<file path="src/rtl/lfsr_arb_pkg.sv">
// lfsr_arb_pkg: shared FSM states, lockup seed and tap positions for lfsr_rr_arbiter
package lfsr_arb_pkg;
  typedef enum logic [1:0] {SEED, IDLE, GRANT} state_t;
  localparam logic [3:0] LOCKUP = 4'hF;
  localparam int TAP_HI = 3;
  localparam int TAP_LO = 2;
endpackage

</file>
<file path="src/rtl/lfsr_step.sv">
// lfsr_step: XNOR Fibonacci LFSR register with synchronous load and step enable
module lfsr_step import lfsr_arb_pkg::*; #(
  parameter int WIDTH = 4,
  parameter logic [WIDTH-1:0] DEFAULT_SEED = WIDTH'(4'h1)
) (
  input  logic             clk,
  input  logic             rst_n,
  input  logic             load,
  input  logic             en,
  input  logic [WIDTH-1:0] load_val,
  output logic [WIDTH-1:0] q
);
  logic [WIDTH-1:0] nxt;
  assign nxt = {q[WIDTH-2:0], ~(q[TAP_HI] ^ q[TAP_LO])};
  always_ff @(posedge clk or negedge rst_n)
    if (!rst_n) q <= DEFAULT_SEED;
    else if (load) q <= load_val;
    else if (en) q <= nxt;
endmodule

</file>
<file path="src/rtl/lfsr_rr_arbiter.sv">
// lfsr_rr_arbiter: round-robin arbiter handing out LFSR values, one grant per two cycles
// Optional grant counter output gnt_cnt enabled by LFSR_ARB_GRANT_CNT_EN.
module lfsr_rr_arbiter import lfsr_arb_pkg::*; #(
  parameter int NUM_REQ = 4,
  parameter int WIDTH = 4,
  parameter logic [WIDTH-1:0] DEFAULT_SEED = WIDTH'(4'h1)
) (
  input  logic               clk,
  input  logic               rst_n,
  input  logic [NUM_REQ-1:0] req,
  output logic [NUM_REQ-1:0] gnt,
  output logic [WIDTH-1:0]   rnd_data,
  input  logic               seed_load,
  input  logic [WIDTH-1:0]   seed,
  output logic               busy
`ifdef LFSR_ARB_GRANT_CNT_EN
  ,
  output logic [15:0]        gnt_cnt
`endif
);
  localparam int IW = $clog2(NUM_REQ);
  state_t state;
  logic [WIDTH-1:0] pend, lfsr_q;
  logic [IW-1:0] ptr, pick, cand, ptr_nxt;
  // Scan downward so the closest requester at or after ptr wins last.
  always_comb begin
    pick = ptr;
    cand = '0;
    for (int i = NUM_REQ - 1; i >= 0; i--) begin
      cand = IW'((int'(ptr) + i) % NUM_REQ);
      if (req[cand]) pick = cand;
    end
  end
  assign ptr_nxt = (pick == IW'(NUM_REQ - 1)) ? '0 : pick + 1'b1;
  lfsr_step #(.WIDTH(WIDTH), .DEFAULT_SEED(DEFAULT_SEED)) u_step (
    .clk(clk),
    .rst_n(rst_n),
    .load(state == SEED),
    .en(state == GRANT && !seed_load),
    .load_val(pend),
    .q(lfsr_q)
  );
  always_ff @(posedge clk or negedge rst_n)
    if (!rst_n) begin
      state <= SEED;
      pend <= DEFAULT_SEED;
      ptr <= '0;
      gnt <= '0;
      rnd_data <= '0;
      busy <= 1'b1;
    end else begin
      gnt <= '0;
      rnd_data <= '0;
      busy <= 1'b0;
      if (seed_load) begin
        state <= SEED;
        pend <= (seed == WIDTH'(LOCKUP)) ? DEFAULT_SEED : seed;
        busy <= 1'b1;
      end else
        case (state)
          SEED: state <= IDLE;
          IDLE: if (|req) begin
            state <= GRANT;
            gnt <= NUM_REQ'(1) << pick;
            rnd_data <= lfsr_q;
            ptr <= ptr_nxt;
          end
          GRANT: state <= IDLE;
          default: state <= SEED;
        endcase
    end
`ifdef LFSR_ARB_GRANT_CNT_EN
  always_ff @(posedge clk or negedge rst_n)
    if (!rst_n) gnt_cnt <= '0;
    else if (seed_load) gnt_cnt <= '0;
    else if (state == IDLE && |req && gnt_cnt != 16'hFFFF) gnt_cnt <= gnt_cnt + 16'd1;
`endif
endmodule
</file>
<file path="config.mk">
export PLATFORM = sky130hd
export DESIGN_NAME = lfsr_rr_arbiter
export DESIGN_NICKNAME = d
export VERILOG_FILES = /design/src/rtl/lfsr_arb_pkg.sv /design/src/rtl/lfsr_step.sv /design/src/rtl/lfsr_rr_arbiter.sv
export SDC_FILE = /design/constraint.sdc
export NUM_CORES = 1
export LEC_CHECK = 0
export CORE_ASPECT_RATIO = 0.9
export CORE_UTILIZATION = 35
export CTS_BUF_LIST = sky130_fd_sc_hd__clkbuf_8
export DETAILED_ROUTE_END_ITERATION = 7
export GPL_TIMING_DRIVEN = 0
export PLACE_DENSITY_LB_ADDON = 0.25
export SLEW_MARGIN = 20
export SYNTH_ARGS = -nofsm -noshare
export SYNTH_HDL_FRONTEND = slang
export SYNTH_SLANG_ARGS = --single-unit
</file>
<file path="constraint.sdc">
create_clock -name clk -period 3.1 [get_ports clk]
set_input_delay 0.62 -clock clk [delete_from_list [all_inputs] [get_ports clk]]
set_output_delay 0.62 -clock clk [all_outputs]
set_load 0.01 [all_outputs]
</file>
==> impl_metrics.yaml <==
die:
  die_y_um: 52.51
  die_w_um: 58.13
  die-area_mm2: 0.003052
  core_mm2: 0.002574
  rows: 17
  io_pins: 20
  start_util_pct: 38.55
power_and_ir_drop:
  powerDensity_mw_per_mm2: 538.6
  total_power_mw: 0.6873
  vdd_ir_drop_max_mv: 0.2833
  p_leak_nw: 0.5399
place:
  gp_congestion: 0.6773
  hpwl_um: 1261
  port_buffers: 19
  dpl.cell_count: 146
setup_path:
  cp-start-kind: "input port"
  endpoint_kind: "register"
  max_stage_delay_ns: 0.61
  path_cells: "clkdlybuf4s50_1 -> nor2_1 -> a2bb2oi_1 -> o221ai_2 -> inv_1 -> ha_1 -> nand2_1 -> o21ai_1"
  crit_path_max_fanout: 6
  slowest_stage: "clkdlybuf4s50_1"
  critPathArrivalTime_ns: 2.25
  cp.required_ns: 3.24
  crit_type: "input port to register"
global_route:
  first_global_vias: 628
  antenna_found_initial: 0
  grt.overflow.total: 0
  grt_usage_pct: 12.81
  grt_max_degree: 22
  grt_pass1_wl_um: 2808
clock_tree:
  clkLatencyLatePin_ns: 0.25
  cts_tree: "built"
  cts_buffers: 3
  clk_pin_slew_ns: 0.07
  clockRootBuffer: "clkbuf_8"
  clock-sinks: 21
  h-tree-depth: 1
  post_cts_resized: 0
  post_cts_buffers: 0
  cts.path.max_buffers: 2
  cts_hold_buf: 0
sta:
  skew_ns: 0.0009875
  period_needed_ns: 2.112
  hold_viol: 0
  fin_setup_tns_ns: 0
  maxSlewViolCount: 0
  rsz0062_at_grt: "false"
  slew_headroom_pct: 41.34
  finalCritPeriodShare_pct: 68.14
  clock.fmax_ghz: 0.4734
  hold_ws_ns: 0.5225
  worst_pin_slew_ns: 0.8772
  setup_viol: 0
logic_synthesis:
  ys_async_sr_fraction_pct: 100.0
  synth_fa_ha_area_share_pct: 5.044
  synth-compound-area-share_pct: 17.02
  synthCells: 89
  synth_area_um2: 992.2
  synthSimpleGateAreaFrac_pct: 17.28
  synth-main-ff-cell: "dfrtp_1"
  synth.yosys.seq_area_share_pct: 53.34
  synth.area.top_cells: "dfrtp_1, dfstp_2, a22oi_1"
  yosysTopAreaCell: "dfrtp_1"
  synth_most_common_cell: "dfrtp_1"
  synth_top_family_by_area: "simple AND/OR/NAND/NOR gates"
  synthXorXnorAreaFrac_pct: 0.8827
  syn_area_per_cell_um2: 11.15
  synth_top_cell_area_share_pct: 45.40
  yosysUniqueCellTypes: 25
  synth_edf_count: 0
  ys.warnings.count: 0
  syn_nets: 104
  muxShareOfSynthArea_pct: 2.270
  synth-seq-cells: 21
  synthTopCellsByCount: "dfrtp_1, a22oi_1, and2_1"
route:
  drtIter0Drc: 17
  vias_per_cell: 4.873
  wl_per_cell_um: 11.12
  vias: 731
  ant_nets: 0
  drt-total-wl_um: 1668
  drc: 0
  dr.pass1.iters: 4
run_status:
  outcome: "finished clean"
worst_hold_path:
  hp-class: "register to register"
run:
  drv_cap: 0
layout:
  drive_above_1_share_pct: 11.61
  syn2layout_area_growth_pct: 28.63
  diodes: 0
  finalNetCount: 128
  fin_cells: 150
## layer usage
metal,up-vias,wire [µm],share of wire [%],GRT usage [%]
li1,359,-,-,-
met1,345,754,45,15.99
met2,25,788,47,21.07
met3,2,109,6.5,5.185
met4,0,16,0.96,2.381
met5,-,0,0,0
## state kept, by name, summed over array words and instances (netlist names)
name	flops
ptr	2
gnt	4
busy	1
rnd_data	4
state	2
u_step.q	4
pend	4
## report_power, final
group          switching [mW]  internal [mW]
logic                  0.0898         0.0841
clock network          0.0816         0.0893
registers              0.0300          0.313
total                   0.201          0.486
## worst max-delay path, delay by kind of cell
kind	cells	cell delay, ns
buffers and inverters	2	0.72
and+or+nand+nor	2	0.13
adders and majority gates	1	0.30
AOI/OAI and AO/OA	3	0.48
## layout by cell type, fill, tap and decap left out, drive strengths merged
cell type / n
nor4b: 1
nand3: 6
clkdlybuf4s50: 19
nor2: 5
ha: 4
clkinv: 1
o221ai: 1
nand2: 1
and2: 8
a21o: 1
buf: 1
nand2b: 1
o21a: 1
clkbuf: 5
mux2: 2
o21ai: 11
dfstp: 3
nor4: 1
nor3: 1
a21oi: 3
nor2b: 2
dfrtp: 18
a2bb2oi: 1
xnor2: 1
a22oi: 8
inv: 6
## area by class of cell
cell class	count	area (µm²)
clock inverter	1	5.005
fill	242	1297
buffer	3	18.77
multi-input combinational	59	421.7
sequential	21	529.3
tap	38	47.55
inverter	6	22.52
clock buffer	3	41.29
timing repair buffer	19	190.2
## stage by stage
step | cell area, µm² | setup WS (ns) | utilization (%)
6_report | 1276 | 0.9877 | 49.59
5_1_grt | 1276 | 0.8235 | 49.59
4_1_cts | 1276 | 0.9824 | 49.59
3_5_place_dp | 1230 | 0.7185 | 47.79
3_3_place_gp | 1230 | 0.7635 | 47.79
2_1_floorplan | 992.2 | 1.532 | -
## kinds of logic (layout without fill, tap and decap cells)
group,Yosys count,count (layout)
compound gates,26,26
xor+xnor,1,1
mux,2,2
fa+ha+maj,4,4
simple gates,26,26
buf+inv,9,32
flops,21,21
## path summary, 6_finish.rpt
check	from	slack, ns	end	depth (start not counted)
max	req[2]	0.99	ptr[1]	8
min	pend[2]	0.52	pend[2]	2
max reg2reg	ptr[1]	1.55	ptr[1]	7
min reg2reg	pend[2]	0.52	pend[2]	2
max in group asynchronous	rst_n	1.70	u_step.q[2]	1
min in group asynchronous	rst_n	0.86	gnt[3]	1
(Power assumes the default switching activity.)
